==> src/rtl/hist_bin_scheduler_pkg.sv <==
// Shared types and constants for the histogram bin scheduler.
// A frame walks through IDLE -> LOAD -> SCAN -> DONE.
package hist_bin_scheduler_pkg;

  localparam int SAMPLE_W        = 8;
  localparam int SAMPLES_PER_GRP = 4;
  localparam int GROUP_W         = SAMPLE_W * SAMPLES_PER_GRP;

  typedef enum logic [1:0] {
    IDLE = 2'd0,
    LOAD = 2'd1,
    SCAN = 2'd2,
    DONE = 2'd3
  } state_t;

endpackage

==> src/rtl/hist_bin_scheduler_count.sv <==
// Combinational bin counter: how many of the four samples fall inside [lo, hi].
// An inverted range (lo > hi) can never match, so it naturally yields zero.
module hist_bin_count
  import hist_bin_scheduler_pkg::*;
(
  input  logic [GROUP_W-1:0]  samples,
  input  logic [SAMPLE_W-1:0] lo,
  input  logic [SAMPLE_W-1:0] hi,
  output logic [2:0]          count
);

  always_comb begin
    count = '0;
    for (int i = 0; i < SAMPLES_PER_GRP; i++) begin
      if ((samples[i*SAMPLE_W +: SAMPLE_W] >= lo) && (samples[i*SAMPLE_W +: SAMPLE_W] <= hi))
        count = count + 3'd1;
    end
  end

endmodule

==> src/rtl/hist_bin_scheduler.sv <==
// Histogram scheduler: accepts 4-sample groups and time-shares one bin counter
// across all bins, spending one SCAN cycle per bin for every accepted group.
module hist_bin_scheduler
  import hist_bin_scheduler_pkg::*;
#(
  parameter int NUM_BINS = 4,
  parameter int CNT_W    = 16,
  parameter int GRP_W    = 8,
  localparam int ADDR_W  = (NUM_BINS > 1) ? $clog2(NUM_BINS) : 1
) (
  input  logic                clk,
  input  logic                rst_n,
  input  logic                cfg_we,
  input  logic [ADDR_W-1:0]   cfg_addr,
  input  logic [SAMPLE_W-1:0] cfg_lo,
  input  logic [SAMPLE_W-1:0] cfg_hi,
  input  logic                start,
  input  logic [GRP_W-1:0]    num_groups,
  input  logic                s_valid,
  input  logic [GROUP_W-1:0]  s_data,
  output logic                s_ready,
  input  logic [ADDR_W-1:0]   rd_addr,
  output logic [CNT_W-1:0]    rd_count,
  output logic                busy,
  output logic                done
);

  localparam logic [CNT_W+2:0] ACC_MAX = {3'b000, {CNT_W{1'b1}}};

  state_t              state, state_nxt;
  logic [SAMPLE_W-1:0] bound_lo [NUM_BINS];
  logic [SAMPLE_W-1:0] bound_hi [NUM_BINS];
  logic [CNT_W-1:0]    acc      [NUM_BINS];
  logic [GRP_W-1:0]    grp_cnt, grp_target;
  logic [ADDR_W-1:0]   bin_idx;
  logic [GROUP_W-1:0]  samples_p0;
  logic [2:0]          bin_hits;
  logic                last_bin, last_grp, cfg_open;

  function automatic logic [CNT_W-1:0] sat_add(input logic [CNT_W-1:0] a, input logic [2:0] b);
    logic [CNT_W+2:0] sum;
    sum = {3'b000, a} + {{CNT_W{1'b0}}, b};
    return (sum > ACC_MAX) ? {CNT_W{1'b1}} : sum[CNT_W-1:0];
  endfunction

  assign last_bin = (bin_idx == ADDR_W'(NUM_BINS - 1));
  assign last_grp = ((grp_cnt + GRP_W'(1)) == grp_target);
  assign cfg_open = (state == IDLE) || (state == DONE);
  assign rd_count = acc[rd_addr];

  hist_bin_count u_count (
    .samples (samples_p0),
    .lo      (bound_lo[bin_idx]),
    .hi      (bound_hi[bin_idx]),
    .count   (bin_hits)
  );

  always_ff @(posedge clk or negedge rst_n) begin
    if (!rst_n) state <= IDLE;
    else        state <= state_nxt;
  end

  always_comb begin
    state_nxt = state;
    s_ready   = 1'b0;
    busy      = 1'b0;
    done      = 1'b0;
    unique case (state)
      IDLE: if (start) state_nxt = (num_groups == '0) ? DONE : LOAD;
      LOAD: begin
        s_ready = 1'b1;
        busy    = 1'b1;
        if (s_valid) state_nxt = SCAN;
      end
      SCAN: begin
        busy = 1'b1;
        if (last_bin) state_nxt = last_grp ? DONE : LOAD;
      end
      DONE: begin
        done      = 1'b1;
        state_nxt = IDLE;
      end
      default: state_nxt = IDLE;
    endcase
  end

  // Stage p0: group capture on the LOAD handshake
  always_ff @(posedge clk) begin
    if ((state == LOAD) && s_valid) samples_p0 <= s_data;
  end

  always_ff @(posedge clk or negedge rst_n) begin
    if (!rst_n) begin
      for (int b = 0; b < NUM_BINS; b++) begin
        acc[b]      <= '0;
        bound_lo[b] <= '0;
        bound_hi[b] <= '0;
      end
      grp_cnt    <= '0;
      grp_target <= '0;
      bin_idx    <= '0;
    end else begin
      if (cfg_we && cfg_open) begin
        bound_lo[cfg_addr] <= cfg_lo;
        bound_hi[cfg_addr] <= cfg_hi;
      end
      case (state)
        IDLE: if (start) begin
          for (int b = 0; b < NUM_BINS; b++) acc[b] <= '0;
          grp_cnt    <= '0;
          grp_target <= num_groups;
        end
        LOAD: if (s_valid) bin_idx <= '0;
        // Stage p1: one bin evaluated and accumulated per cycle
        SCAN: begin
          acc[bin_idx] <= sat_add(acc[bin_idx], bin_hits);
          bin_idx      <= bin_idx + ADDR_W'(1);
          if (last_bin) grp_cnt <= grp_cnt + GRP_W'(1);
        end
        default: ;
      endcase
    end
  end

endmodule

==> config.mk <==
export PLATFORM = sky130hd
export DESIGN_NAME = hist_bin_scheduler
export DESIGN_NICKNAME = d
export VERILOG_FILES = /design/src/rtl/hist_bin_scheduler_pkg.sv /design/src/rtl/hist_bin_scheduler_count.sv /design/src/rtl/hist_bin_scheduler.sv
export SDC_FILE = /design/constraint.sdc
export NUM_CORES = 1
export LEC_CHECK = 0
export ABC_AREA = 1
export CORE_UTILIZATION = 35
export CTS_CLUSTER_SIZE = 14
export DETAILED_ROUTE_END_ITERATION = 6
export MAX_ROUTING_LAYER = met4
export PLACE_DENSITY_LB_ADDON = 0.2
export SYNTH_ARGS = -nofsm -noshare
export SYNTH_HDL_FRONTEND = slang
export SYNTH_SLANG_ARGS = --single-unit
==> constraint.sdc <==
create_clock -name clk -period 5.6 [get_ports clk]
set_clock_uncertainty 0.05 [all_clocks]
set_input_delay 0.56 -clock clk [delete_from_list [all_inputs] [get_ports clk]]
set_output_delay 0.56 -clock clk [all_outputs]
set_load 0.03 [all_outputs]
==> results of run 1 <==
[metal layers]
layer  GRT usage  part of all wire
met1      0.2558              0.47
met2      0.3220              0.47
met3     0.02909             0.045
met4     0.05044             0.012
met5           -                 0
[cell type report]
cell class | instances | area share
well taps | 384 | 0.03952
clock inverters | 11 | 0.008336
clock buffers | 21 | 0.03797
flip-flops and latches | 180 | 0.3838
multi-input cells | 958 | 0.4195
repair buffers | 100 | 0.07945
inverters | 100 | 0.03149
[worst register-to-register path, delay by kind of cell (launching register included)]
kind            cells  cell delay, ns
buf+inv             6            0.56
compound gates      7            1.20
flops               1            0.42
fa+ha+maj           4            1.35
simple gates       14            1.54
[timing repair]
action / CTS / global route
hold buffers: 1 / 0
hold endpoints to repair: 12 / 0
resized for setup: 0 / 4
endpoints found under the setup margin: 0 / 64
[flip-flops by register name, summed over array words and instances, names as in the netlist]
signal and flops:
bin_idx 2, bound_hi 32, bound_lo 32, acc 64
state 2, grp_target 8, samples_p0 32, grp_cnt 8
[cells in the mapped netlist, types with 2 or more instances]
master	n	area [um2]
nand2_1	435	1633
dfrtp_1	148	3704
o21ai_0	132	660.6
inv_1	93	349.1
nor2_1	82	307.8
ha_1	79	988.5
a21oi_1	60	300.3
nand3_1	53	265.3
edfxtp_1	32	960.9
clkbuf_1	24	90.09
o22ai_1	24	150.1
a32o_1	15	150.1
nand2_2	15	93.84
buf_1	11	41.29
nand4_1	11	68.82
buf_2	9	45.04
xor2_1	7	61.31
buf_6	5	56.30
inv_2	5	18.77
xnor2_1	5	43.79
nand3_2	4	40.04
nor2_2	4	25.02
nor3_1	4	20.02
o2111ai_1	4	35.03
buf_4	3	22.52
mux2_2	3	33.78
a221oi_1	2	17.52
o21ai_1	2	10.01
o21bai_1	2	15.01
o41ai_1	2	17.52
[metrics by stage]
step                std cells  cell area [um2]  power, W
floorplan                1290            10380  0.004697
global placement         1721            11570  0.005762
detailed placement       1721            11570  0.005812
CTS                      1754            12140  0.007028
global route             1754            12160  0.007633
finish                   1754            12160  0.006973
[worst paths after layout]
path	from	endpoint	cells after the start
setup / recovery	bin_idx[0]	acc[12]	31
hold / removal	bound_hi[8]	bound_hi[8]	2
setup reg to reg	bin_idx[0]	acc[12]	31
hold reg to reg	bound_hi[8]	bound_hi[8]	2
max in group asynchronous	rst_n	acc[23]	3
min in group asynchronous	rst_n	grp_cnt[7]	2
[cells by family after synthesis]
kind of cell,count (synthesis)
simple gates,612
compound gates,250
buf+inv,152
fa+ha+maj,80
mux,3
xor+xnor,13
flops,180
[placed cells by master, fill, tap and decap left out, types with 24 or more instances in the layout]
| cell type | n |
|---|---|
| nand2_1 | 435 |
| dfrtp_1 | 147 |
| o21ai_0 | 132 |
| inv_1 | 93 |
| clkdlybuf4s50_1 | 82 |
| ha_1 | 79 |
| nor2_1 | 78 |
| a21oi_1 | 60 |
| nand3_1 | 53 |
| edfxtp_1 | 32 |
| o22ai_1 | 24 |
[power by group through the flow]
stage | Clock, W | Sequential [W] | Combinational (W)
final | 0.00118 | 0.00207 | 0.00372
after global routing | 0.00126 | 0.00213 | 0.00425
after CTS | 0.00121 | 0.00206 | 0.00376
after detailed placement | 0 | 0.00208 | 0.00373
after global placement | 0 | 0.00208 | 0.00368
after floorplan | 0 | 0.00200 | 0.00270
==> impl_metrics.json, run 1 <==
{
  "antenna_found_initial": 0,
  "intPower_w": 0.003726,
  "grt_pass1_wl_um": 45730,
  "seqCellArea_um2": 4666,
  "pwr_density_cell_nw_per_um2": 573.5,
  "grt_max_degree": 55,
  "slew_headroom": 0.1857,
  "clockRootBuffer": "clkbuf_16",
  "p_clk_frac": 0.170,
  "ys_async_sr_fraction": 0.8222,
  "max_clock_freq_mhz": 191.0,
  "period_share": 0.9350,
  "cts_tree": "built",
  "hold_viol_final": 0,
  "routedWlPerCell_um": 15.94,
  "synth_compound_area_frac": 0.1371,
  "synthesis.area_um2": 10380,
  "drt.antenna.violating_nets": 0,
  "p_sw_w": 0.003247,
  "yosysWarnings": 0,
  "synthFlopType": "dfrtp_1",
  "viasPerCell": 4.988,
  "crit_type": "reg2reg",
  "drive_gt1_frac": 0.06642,
  "worstPathRequired_ns": 5.87,
  "multiInputGateArea_um2": 5100,
  "synthMuxAreaShare": 0.003254,
  "synth_cell_types": 45,
  "cp_top_family": "simple AND/OR/NAND/NOR gates",
  "setup_viol": 0,
  "rsz0062_at_grt": "no",
  "start_util": 0.3588,
  "grt.overflow.total": 0,
  "clockBufferDepth": 2,
  "syn_nets": 1435,
  "htree_levels": 4,
  "cp_slowest_cell": "fa_1",
  "min_path_type": "reg2reg",
  "worstPathArrival_ns": 5.51,
  "wirelength_um": 27950,
  "hold_ws_ns": 0.4333,
  "path_common_cell": "nand2_1",
  "finalMaxSlewViolations": 0,
  "fin_nets": 1502,
  "dp_hpwl_um": 18710,
  "worstSkewPairLatency_ns": 0.44,
  "power_frac_comb": 0.534,
  "fillers": 2911,
  "route.detailed.drc": 0,
  "core-area_um2": 28940,
  "die_h_um": 174.2,
  "core.rowCount": 62,
  "syn_inst": 1290,
  "synth_top_family_by_area": "simple AND/OR/NAND/NOR gates",
  "worst-path-buf-inv": 6,
  "syn_avg_cell_area_um2": 8.048,
  "ys_seq_area_frac": 0.4493,
  "critPathLaunchType": "flip-flop",
  "fin_util": 0.4202,
  "setup_slack_ns": 0.3638,
  "syn2layout_area_growth_pct": 17.10,
  "vias": 8749,
  "n_antenna_cell": 0,
  "synth-xor-area-share": 0.01229,
  "cts.sinks": 180,
  "cts_buffers": 17,
  "synth-edff-count": 32,
  "fin_setup_tns_ns": 0,
  "place_congestion": 0.8483,
  "seqPwrFrac": 0.296,
  "worst_path_largest_cell_delay_ns": 0.45,
  "cp_max_fo": 33,
  "ys_seq_elements": 180,
  "grt_usage": 0.1974,
  "post-place-ws_ns": 0.2534,
  "clk_pin_slew_ns": 0.07,
  "postCtsSetupRepairBufs": 0,
  "yosys.area_share.simple": 0.2397,
  "dieArea_um2": 30360,
  "status": "finished, final reports clean",
  "detail_route.first_pass.iterations": 5,
  "endpoint_kind": "flip-flop",
  "io_pins": 84,
  "cap_violations": 0,
  "period_needed_ns": 5.236,
  "grt_pass1_vias": 8489,
  "synthAdderAreaFrac": 0.09713,
  "p_sw_frac": 0.4657,
  "worst_pin_slew_ns": 1.218,
  "io_buffers": 83,
  "die_w_um": 174.2,
  "first_iter_violations": 728,
  "peakVddDrop_mv": 0.2358,
  "p_leak_nw": 5.723,
  "r2r_slack_ns": 0.36
}
(Power assumes the default switching activity.)
==> run 2: changes to the inputs <==
CORE_MARGIN = 5   (was not set)
CTS_CLUSTER_SIZE = not set   (was 14)
clock period = 5.65 ns   (was 5.6 ns; I/O delays follow)
==> run 2 against run 1 <==
Clock power grew 8%. Total power grew 1.8%. Sequential power is essentially flat. Via count grew 0.97%. Count of clock-buffer cells in the layout shrank 4. First-iteration DRC count shrank 2.3%. Flip-flop and latch count is the same. Hold slack gained 0.0037 ns.
==> impl_metrics.json, run 2 (synthesis gave the netlist of run 1 again) <==
{
  "fin_nets": 1509,
  "power_frac_comb": 0.530,
  "largest_reg_flops": 64,
  "first_iter_violations": 711,
  "drt.antenna.violating_nets": 0,
  "critPathLaunchType": "flip-flop",
  "crit_path_end": "acc[12]",
  "drive_gt1_frac": 0.07335,
  "io_buffers": 83,
  "hold_viol_final": 0,
  "wirelength_um": 28760,
  "pwr_density_cell_nw_per_um2": 576.1,
  "intPower_w": 0.003768,
  "core-area_um2": 29480,
  "status": "finished, final reports clean",
  "start_util": 0.3522,
  "worstPathRequired_ns": 5.93,
  "final_cell_count_no_fill": 1767,
  "die_h_um": 182.2,
  "p_clk_frac": 0.180,
  "fin_setup_tns_ns": 0,
  "cp_max_fo": 23,
  "dp_hpwl_um": 19280,
  "worstPathArrival_ns": 5.47,
  "dieArea_um2": 33210,
  "seqPwrFrac": 0.290,
  "clk_pin_slew_ns": 0.08,
  "regMostFlops": "acc",
  "core.rowCount": 63,
  "cap_violations": 0,
  "rr_startpoint": "bin_idx[0]",
  "reg2regPathDepth": 30,
  "clockRootBuffer": "clkbuf_16",
  "cts_buffers": 17,
  "p_leak_nw": 5.803,
  "crit_type": "reg2reg",
  "period_share": 0.9180,
  "mostFrequentLayoutCells": "435 x nand2_1, 147 x dfrtp_1, 132 x o21ai_0, 93 x inv_1, 82 x clkdlybuf4s50_1",
  "path_common_cell": "nand2_1",
  "grt.overflow.total": 0,
  "startpoint": "bin_idx[0]",
  "worst_pin_slew_ns": 1.207,
  "worstSkewPairLatency_ns": 0.45,
  "p_sw_frac": 0.4690,
  "detail_route.first_pass.iterations": 5,
  "clockBufferDepth": 2,
  "die_w_um": 182.2,
  "syn2layout_area_growth_pct": 18.64,
  "endpoint_kind": "flip-flop",
  "r2r_slack_ns": 0.46,
  "p_sw_w": 0.003328,
  "place_congestion": 0.8282,
  "max_clock_freq_mhz": 192.8,
  "rsz0062_at_grt": "no",
  "peakVddDrop_mv": 0.2983,
  "grt_max_degree": 74,
  "dp_cells": 1729,
  "cp_slowest_cell": "dfrtp_2",
  "worst_path_largest_cell_delay_ns": 0.53,
  "route.detailed.drc": 0,
  "n_antenna_cell": 0,
  "viasPerCell": 4.999,
  "period_needed_ns": 5.187,
  "min_path_type": "reg2reg",
  "slew_headroom": 0.1932,
  "cts.sinks": 180,
  "cts_tree": "built",
  "setup_viol": 0,
  "routedWlPerCell_um": 16.28,
  "finalMaxSlewViolations": 0,
  "grt_pass1_vias": 8518,
  "grt_usage": 0.1779,
  "vias": 8834,
  "io_pins": 84,
  "final_common_cell": "nand2_1",
  "antenna_found_initial": 0,
  "timing.rr.end": "acc[12]",
  "grt_pass1_wl_um": 45910,
  "htree_levels": 4
}
[run 2: changes by cell type in the layout (fill, tap and decap cells not counted), moves of 2 or more]
cell / delta
buf_4: +4
clkinv_2: -3
clkinv_8: +3
inv_8: +3
a32o_1: -2
a32o_2: +2
clkbuf_8: -2
clkinv_4: +2
[run 2: metrics by stage]
stage / utilization / worst slack (ns) / area, um2 / hold slack, ns / total power, W
global placement: 0.3932 / 0.2049 / 11590 / 0.3678 / 0.005698
detailed placement: 0.3932 / 0.1165 / 11590 / 0.3696 / 0.005760
CTS: 0.4145 / 0.02249 / 12220 / 0.4406 / 0.007064
floorplan: - / 0.5595 / 10380 / 0.2194 / 0.004656
global route: 0.4178 / 0.03975 / 12320 / 0.4588 / 0.007738
finish: 0.4178 / 0.4631 / 12320 / 0.4371 / 0.007096
[run 2: cell type report]
type	count	area, um2
timing repair inverter	1	8.758
clock buffer	17	425.4
inverter	100	390.4
clock inverter	15	192.7
timing repair buffer	106	1041
tap	390	488.0
fill	2986	17160
multi-input combinational	958	5106
sequential	180	4666
[run 2: worst max-delay path, delay by kind of cell, from the launching register on]
family                     cells  cell delay (ns)
buffers and inverters          5             0.46
and+or+nand+nor               14             1.56
AOI/OAI and AO/OA              7             1.12
adders and majority gates      4             1.34
DFF                            1             0.53
[run 2: power groups by stage]
stage	combinational (W)	clock, W	sequential, W
after floorplan	0.00268	0	0.00198
after global placement	0.00363	0	0.00207
after detailed placement	0.00369	0	0.00207
after CTS	0.00372	0.00130	0.00205
after global routing	0.00428	0.00135	0.00210
final	0.00376	0.00127	0.00206
[run 2: what timing repair did]
item | in CTS | in global routing
setup endpoints to repair | 0 | 64
gates resized for setup | 0 | 13
endpoints found under the hold margin | 17 | 0
buffers inserted | 0 | 3
hold buffers | 1 | 0
[run 2: worst min path at each step]
stage,end,slack (ns),cells after the start,from
2_1_floorplan,acc[0],0.22,0,rst_n
3_3_place_gp,grp_cnt[7],0.37,1,rst_n
3_5_place_dp,grp_cnt[4],0.37,1,rst_n
4_1_cts,bound_lo[21],0.44,2,bound_lo[21]
5_1_grt,bound_lo[17],0.46,2,bound_lo[17]
6_report,bound_hi[22],0.44,2,bound_hi[22]
[run 2: layer usage]
| metal | track usage | part of all wire | up-vias |
|---|---|---|---|
| li1 | - | - | 4429 |
| met1 | 0.2316 | 0.46 | 4176 |
| met2 | 0.2936 | 0.48 | 206 |
| met3 | 0.03070 | 0.042 | 23 |
| met4 | 0.03843 | 0.011 | 0 |
| met5 | - | 0 | - |
==> run 3: changes to the inputs <==
CTS_BUF_LIST = sky130_fd_sc_hd__clkbuf_4 sky130_fd_sc_hd__clkbuf_8 sky130_fd_sc_hd__clkbuf_16   (was not set)
==> results of run 3 <==
Final layout, timing and power as in run 2 (identical DEF).
